[config.mk]
export PLATFORM = sky130hd
export DESIGN_NAME = adc_channel_store
export DESIGN_NICKNAME = d
export VERILOG_FILES = /design/src/rtl/adc_store_pkg.sv /design/src/rtl/adc_avg_lane.sv /design/src/rtl/adc_channel_store.sv
export SDC_FILE = /design/constraint.sdc
export NUM_CORES = 1
export LEC_CHECK = 0
export ABC_AREA = 1
export BUFFER_PORTS_ARGS = -buffer_cell sky130_fd_sc_hd__buf_2
export CORE_AREA = 5 5 182 228
export CTS_CLUSTER_SIZE = 16
export DETAILED_ROUTE_END_ITERATION = 16
export DIE_AREA = 0 0 187 233
export GPL_TIMING_DRIVEN = 0
export PLACE_DENSITY_LB_ADDON = 0.25
export SYNTH_ARGS = -nofsm -noshare
export SYNTH_HDL_FRONTEND = slang
export SYNTH_SLANG_ARGS = --single-unit
[constraint.sdc]
create_clock -name clk50m -period 10.2 [get_ports clk50m]
set_input_delay 1.02 -clock clk50m [delete_from_list [all_inputs] [get_ports clk50m]]
set_output_delay 1.02 -clock clk50m [all_outputs]
set_load 0.005 [all_outputs]
[src/rtl/adc_store_pkg.sv]
// Shared types and constants for the ADC channel store: sequencer FSM states,
// sequencer CSR command encodings and a constant-width helper.
package adc_store_pkg;

    typedef enum logic [1:0] {
        WAIT_LOCK,
        START,
        RUN,
        STOP
    } seq_state_e;

    localparam logic        SEQ_CSR_CMD_ADDR = 1'b0;
    localparam logic [31:0] SEQ_CMD_RUN      = 32'h1;
    localparam logic [31:0] SEQ_CMD_STOP     = 32'h0;

    function automatic int clog2(input int value);
        int result;
        result = 0;
        for (int unsigned i = 0; i < 32; i++) begin
            if ((64'd1 << result) < 64'(value)) result++;
        end
        return result;
    endfunction

endpackage

[src/rtl/adc_avg_lane.sv]
// One storage slot: power-of-two boxcar accumulator producing a truncated
// average, a sticky valid flag and a one-cycle update pulse per window.
module adc_avg_lane #(
    parameter int DATA_W   = 12,
    parameter int AVG_LOG2 = 2
) (
    input  logic              clk,
    input  logic              rst_n,
    input  logic              clear,
    input  logic              sample_en,
    input  logic [DATA_W-1:0] sample,
    output logic [DATA_W-1:0] value,
    output logic              valid,
    output logic              update
);

    localparam int ACC_W = DATA_W + AVG_LOG2;

    logic [ACC_W-1:0]  acc_q, acc_d, sum;
    logic [DATA_W-1:0] value_q, value_d;
    logic              valid_q, valid_d;
    logic              update_q, update_d;
    logic              last;

    // Accumulator is wide enough for 2^AVG_LOG2 full-scale samples.
    assign sum = acc_q + ACC_W'(sample);

    generate
        if (AVG_LOG2 == 0) begin : g_no_cnt
            assign last = 1'b1;
        end else begin : g_cnt
            logic [AVG_LOG2-1:0] cnt_q, cnt_d;

            assign last = &cnt_q;

            always_comb begin
                cnt_d = cnt_q;
                if (clear) begin
                    cnt_d = '0;
                end else if (sample_en) begin
                    cnt_d = last ? '0 : cnt_q + AVG_LOG2'(1);
                end
            end

            always_ff @(posedge clk or negedge rst_n) begin
                if (!rst_n) cnt_q <= '0;
                else        cnt_q <= cnt_d;
            end
        end
    endgenerate

    always_comb begin
        acc_d    = acc_q;
        value_d  = value_q;
        valid_d  = valid_q;
        update_d = 1'b0;
        if (clear) begin
            acc_d = '0;
        end else if (sample_en) begin
            if (last) begin
                value_d  = sum[ACC_W-1 -: DATA_W];
                valid_d  = 1'b1;
                update_d = 1'b1;
                acc_d    = '0;
            end else begin
                acc_d = sum;
            end
        end
    end

    always_ff @(posedge clk or negedge rst_n) begin
        if (!rst_n) begin
            acc_q    <= '0;
            value_q  <= '0;
            valid_q  <= 1'b0;
            update_q <= 1'b0;
        end else begin
            acc_q    <= acc_d;
            value_q  <= value_d;
            valid_q  <= valid_d;
            update_q <= update_d;
        end
    end

    assign value  = value_q;
    assign valid  = valid_q;
    assign update = update_q;

endmodule

[src/rtl/adc_channel_store.sv]
// ADC front-end storage: drives the sequencer start/stop CSR handshake with
// PLL-lock gating and watchdog restart, and averages NUM_CH contiguous channels.
module adc_channel_store
    import adc_store_pkg::*;
#(
    parameter int NUM_CH      = 9,
    parameter int CH_BASE     = 0,
    parameter int DATA_W      = 12,
    parameter int AVG_LOG2    = 2,
    parameter int TIMEOUT     = 50000,
    parameter int LOCK_SETTLE = 1024
) (
    input  logic                     clk50m,
    input  logic                     reset_n,
    input  logic                     pll_locked,
    input  logic                     rsp_valid,
    input  logic [4:0]               rsp_channel,
    input  logic [DATA_W-1:0]        rsp_data,
    output logic                     csr_address,
    output logic                     csr_write,
    output logic [31:0]              csr_writedata,
    output logic                     csr_read,
    output logic [NUM_CH*DATA_W-1:0] values,
    output logic [NUM_CH-1:0]        value_valid,
    output logic [NUM_CH-1:0]        update,
    output logic                     running,
    output logic [7:0]               stall_cnt
);

    localparam int ST_W = clog2(LOCK_SETTLE) + 1;
    localparam int WD_W = clog2(TIMEOUT) + 1;
    localparam logic [ST_W-1:0] SETTLE_END = ST_W'(LOCK_SETTLE - 1);
    localparam logic [WD_W-1:0] WD_END     = WD_W'(TIMEOUT - 1);
    localparam logic [5:0]      CH_LO      = 6'(CH_BASE);
    localparam logic [5:0]      CH_HI      = 6'(CH_BASE + NUM_CH);

    logic [1:0]      rst_sync_q;
    logic            rst_n;
    seq_state_e      state_q, state_d;
    logic [ST_W-1:0] settle_q, settle_d;
    logic [WD_W-1:0] wd_q, wd_d;
    logic            restart_q, restart_d;
    logic [7:0]      stall_q, stall_d;
    logic            in_range, accept, clear;
    logic [4:0]      slot;

    // Asynchronous assert, synchronous release of the internal reset.
    always_ff @(posedge clk50m or negedge reset_n) begin
        if (!reset_n) rst_sync_q <= '0;
        else          rst_sync_q <= {rst_sync_q[0], 1'b1};
    end
    assign rst_n = rst_sync_q[1];

    assign in_range = ({1'b0, rsp_channel} >= CH_LO) && ({1'b0, rsp_channel} < CH_HI);
    assign accept   = rsp_valid && in_range;
    assign clear    = (state_q == START);
    assign slot     = rsp_channel - CH_LO[4:0];

    always_comb begin
        state_d   = state_q;
        settle_d  = '0;
        wd_d      = '0;
        restart_d = restart_q;
        stall_d   = stall_q;
        case (state_q)
            WAIT_LOCK: begin
                if (pll_locked) begin
                    if (settle_q == SETTLE_END) state_d = START;
                    else                        settle_d = settle_q + ST_W'(1);
                end
            end
            START: begin
                state_d   = RUN;
                restart_d = 1'b0;
            end
            RUN: begin
                if (!pll_locked) begin
                    state_d   = STOP;
                    restart_d = 1'b0;
                end else if (accept) begin
                    wd_d = '0;
                end else if (wd_q == WD_END) begin
                    state_d   = STOP;
                    restart_d = 1'b1;
                    if (stall_q != 8'hFF) stall_d = stall_q + 8'd1;
                end else begin
                    wd_d = wd_q + WD_W'(1);
                end
            end
            STOP: begin
                state_d = restart_q ? START : WAIT_LOCK;
            end
            default: state_d = WAIT_LOCK;
        endcase
    end

    always_ff @(posedge clk50m or negedge rst_n) begin
        if (!rst_n) begin
            state_q   <= WAIT_LOCK;
            settle_q  <= '0;
            wd_q      <= '0;
            restart_q <= 1'b0;
            stall_q   <= '0;
        end else begin
            state_q   <= state_d;
            settle_q  <= settle_d;
            wd_q      <= wd_d;
            restart_q <= restart_d;
            stall_q   <= stall_d;
        end
    end

    assign csr_write     = (state_q == START) || (state_q == STOP);
    assign csr_address   = SEQ_CSR_CMD_ADDR;
    assign csr_writedata = (state_q == START) ? SEQ_CMD_RUN : SEQ_CMD_STOP;
    assign csr_read      = 1'b0;
    assign running       = (state_q == RUN);
    assign stall_cnt     = stall_q;

    generate
        for (genvar i = 0; i < NUM_CH; i++) begin : g_lane
            adc_avg_lane #(
                .DATA_W   (DATA_W),
                .AVG_LOG2 (AVG_LOG2)
            ) u_lane (
                .clk       (clk50m),
                .rst_n     (rst_n),
                .clear     (clear),
                .sample_en (accept && (slot == 5'(i))),
                .sample    (rsp_data),
                .value     (values[i*DATA_W +: DATA_W]),
                .valid     (value_valid[i]),
                .update    (update[i])
            );
        end
    endgenerate

endmodule

==> key figures <==
Outcome
  • Outcome: finished clean

Setup path
  • CP endpoint kind: output port
  • CP most frequent cell: buf_2
  • CP required: 9.18 ns
  • CP startpoint kind: flop
  • Critical path's largest stage delay: 0.64 ns
  • Critical Path, Cell by Cell: inv_1 > ha_1 > buf_2 > buf_1 > or2_2 > buf_2
  • Crit-path slowest cell: buf_1
  • WS Path Type: flop to output port
  • Crit path max fanout: 10
  • Arrival time of the worst setup path: 3.04 ns

Timing
  • Fmax: 0.2461 GHz
  • Final period util: 39.84%
  • Final setup viols: 0
  • Slew Viols, Final: 0
  • Final hold slack: 0.2642 ns
  • Crit path time final: 4.063 ns
  • Setup ws final: 6.137 ns
  • Relative slew slack: 32.82%
  • Clk_skew: 0.01651 ns
  • Final Hold Viols: 0
  • RSZ-0062 raised after global routing: false
  • Slew @ Worst Pin: 1.000 ns

Floorplan
  • Die Area: 43570 um^2
  • Core Footprint: 38920 um^2
  • Die Width: 187 um
  • Die height: 233 um
  • Std-Cell Rows: 81
  • Initial core utilization: 49.74%
  • Top Ports: 191

Placement
  • Place WS: 6.630 ns
  • Port Buffer Count: 157
  • Dpl hpwl: 38010 um
  • Final Wtd Congestion: 0.9323

GRT
  • Largest net degree at the start of global routing: 70
  • First-pass GRT wire length: 84190 um
  • Gr usage total: 23.30%
  • GRT overflow: 0
  • Vias in the first global route: 17437
  • Initial antenna violation count: 5

Clocking
  • CTS Buffer Depth: 3
  • CTS resizes: 0
  • Clock root buffer: clkbuf_16
  • H-Tree Depth: 2
  • CTS Buf Count: 35
  • Skew-Pair Late Insertion Delay: 0.53 ns
  • CTS tree: yes
  • Postcts setup bufs: 0
  • Clock sinks: 311
  • Hold_buf cts: 0
  • Clock slew at reported path FFs: 0.06 ns

Logic synthesis
  • Top-area cell type share of the netlist area: 40.20%
  • Number of synthesized flops with an enable pin: 0
  • Synth area leader: dfrtp_1
  • Seq/Total Area, Yosys: 40.20%
  • Synth Instances: 2682
  • Avg Cell Area, Syn: 7.218 um^2
  • Top cells by area, synth: dfrtp_1 40%, nand2_1 20%, ha_1 8.0%
  • Unique masters post-synth: 39
  • Post-Syn Area: 19360 um^2
  • #FFs+latches synth: 311
  • Async set-reset flop share out of synthesis: 100.0%
  • YS warnings: 0
  • Most used DFF post-synth: dfrtp_1

Route
  • TritonRoute pass-1 iters: 5
  • Post-DRT Antenna Nets: 0
  • WL final: 50980 um
  • Vias/cell: 5.118
  • DRT iter0 DRCs: 870
  • Avg WL per Cell: 14.83 um
  • DR vias: 17595
  • Drt drc: 0

Power
  • Sequential fraction of design power: 40.2%
  • Peak VDD IR: 116.2 uV
  • Sw Share: 31.77%
  • Combinational cell fraction of total power: 23.8%
  • Pwr Density: 160.0 nW/um^2
  • Clock Power Share: 36.1%
  • P_int: 2.421 mW
  • Leakage: 13.00 nW
  • Switching power: 1.127 mW

Finish
  • Layout cells sized above 1: 10.69%
  • Commonest non-fill, non-tap cell in the layout: nand2_1
  • Synth-to-Final Area Change: 14.52%
  • Commonest non-fill, non-tap cells in the layout: 1030 x nand2_1, 348 x inv_1, 310 x dfrtp_1
  • Nets: 3066

Run
  • Max-capacitance violation count: 0

Worst hold path
  • Hold WC Path Type: input pin to async pin
-- path summary, 6_finish.rpt --
check	startpoint	end	slack (ns)	cells after the start
min in group clk50m	rst_sync_q[0]	rst_sync_q[1]	0.35	0
hold / removal	reset_n	rst_sync_q[1]	0.26	1
hold reg to reg	rst_sync_q[0]	rst_sync_q[1]	0.35	0
setup / recovery	state_q[1]	csr_write	6.14	6
max in group asynchronous	rst_sync_q[1]	wd_q[13]	8.31	3
setup reg to reg	state_q[1]	g_lane[8].u_lane.acc_q[9]	7.12	9
-- through the flow --
| stage | total power [mW] | std cells | utilization, % | instance area, um^2 | setup TNS (ns) |
|---|---|---|---|---|---|
| 2_1_floorplan | 2.057 | 2714 | - | 19480 | 0 |
| 3_3_place_gp | 2.250 | 3369 | 53.67 | 20890 | -842.33 |
| 3_5_place_dp | 2.283 | 3373 | 53.96 | 21000 | 0 |
| 4_1_cts | 3.586 | 3436 | 56.95 | 22170 | 0 |
| 5_1_grt | 3.778 | 3437 | 56.96 | 22170 | 0 |
| 6_report | 3.548 | 3438 | 56.97 | 22170 | 0 |
-- power groups by stage --
stage / combinational, mW / clock, mW / sequential, mW
final: 0.843 / 1.28 / 1.43
after global placement: 0.789 / 0 / 1.46
after detailed placement: 0.839 / 0 / 1.44
after floorplan: 0.616 / 0 / 1.44
after global routing: 0.968 / 1.37 / 1.44
after CTS: 0.844 / 1.32 / 1.42
-- routing by layer --
metal | up-vias | part of all wire (%) | GRT usage [%]
met3 | 115 | 5.2 | 4.067
met1 | 8201 | 42 | 28.52
met4 | 6 | 3.9 | 8.645
met2 | 421 | 49 | 41.37
met5 | - | 0.092 | 0
li1 | 8852 | - | -
-- area by class of cell --
class	instances	area [um^2]
Timing Repair Buffer	161	895.9
Multi-Input combinational cell	1963	9827
Fill cell	3689	16750
Antenna cell	2	5.005
Clock buffer	52	1042
Inverter	354	1329
Tap cell	498	623.1
Clock inverter	11	121.4
Sequential cell	311	7786
Buffer	86	540.5
-- worst max-delay path: cells and delay by family (launching register included) --
kind	cells	cell delay, ns
buffers and inverters	4	1.26
adder cells (fa/ha/maj)	1	0.62
flip-flops	1	0.41
AND/OR/NAND/NOR	1	0.23
-- cell families (layout without fill, tap and decap cells) --
family                   count (synthesis)  after routing  synth area share, %
AND/OR/NAND/NOR                       1560           1560                33.27
buffers and inverters                  440            664                9.656
flip-flops                             311            311                40.20
AO/OA/AOI/OAI                          162            162                4.537
adder cells (fa/ha/maj)                133            133                8.945
XOR/XNOR                                74             74                3.348
other                                    2             36              0.03879
-- flip-flops by register name, summed over array words and instances (netlist names) --
name,flops
g_lane.u_lane.acc_q,126
g_lane.u_lane.value,108
g_lane.u_lane.g_cnt.cnt_q,18
wd_q,17
settle_q,11
g_lane.u_lane.update,9
g_lane.u_lane.valid,9
stall_cnt,8
rst_sync_q,2
state_q,2
restart_q,1
-- cell usage after synthesis, types with 2 or more instances --
cell type  count
a21o_1         2
a21oi_1       69
a31oi_1        2
and2_1         2
buf_1          4
buf_2         15
buf_4         53
clkbuf_1      14
clkinv_1       4
conb_1         2
dfrtp_1      311
fa_1           9
ha_1         124
inv_1        348
inv_2          2
nand2_1     1030
nand3_1      258
nand3_2        2
nand3b_1       4
nand4_1       38
nor2_1       165
nor2_2         4
nor3_1        34
nor3_2         4
o21ai_0       65
o21ai_1        2
o21bai_1      15
o22ai_1        3
or2_2         15
xnor2_1       32
xor2_1        42
Note: power is estimated with default switching activity, not from simulation.
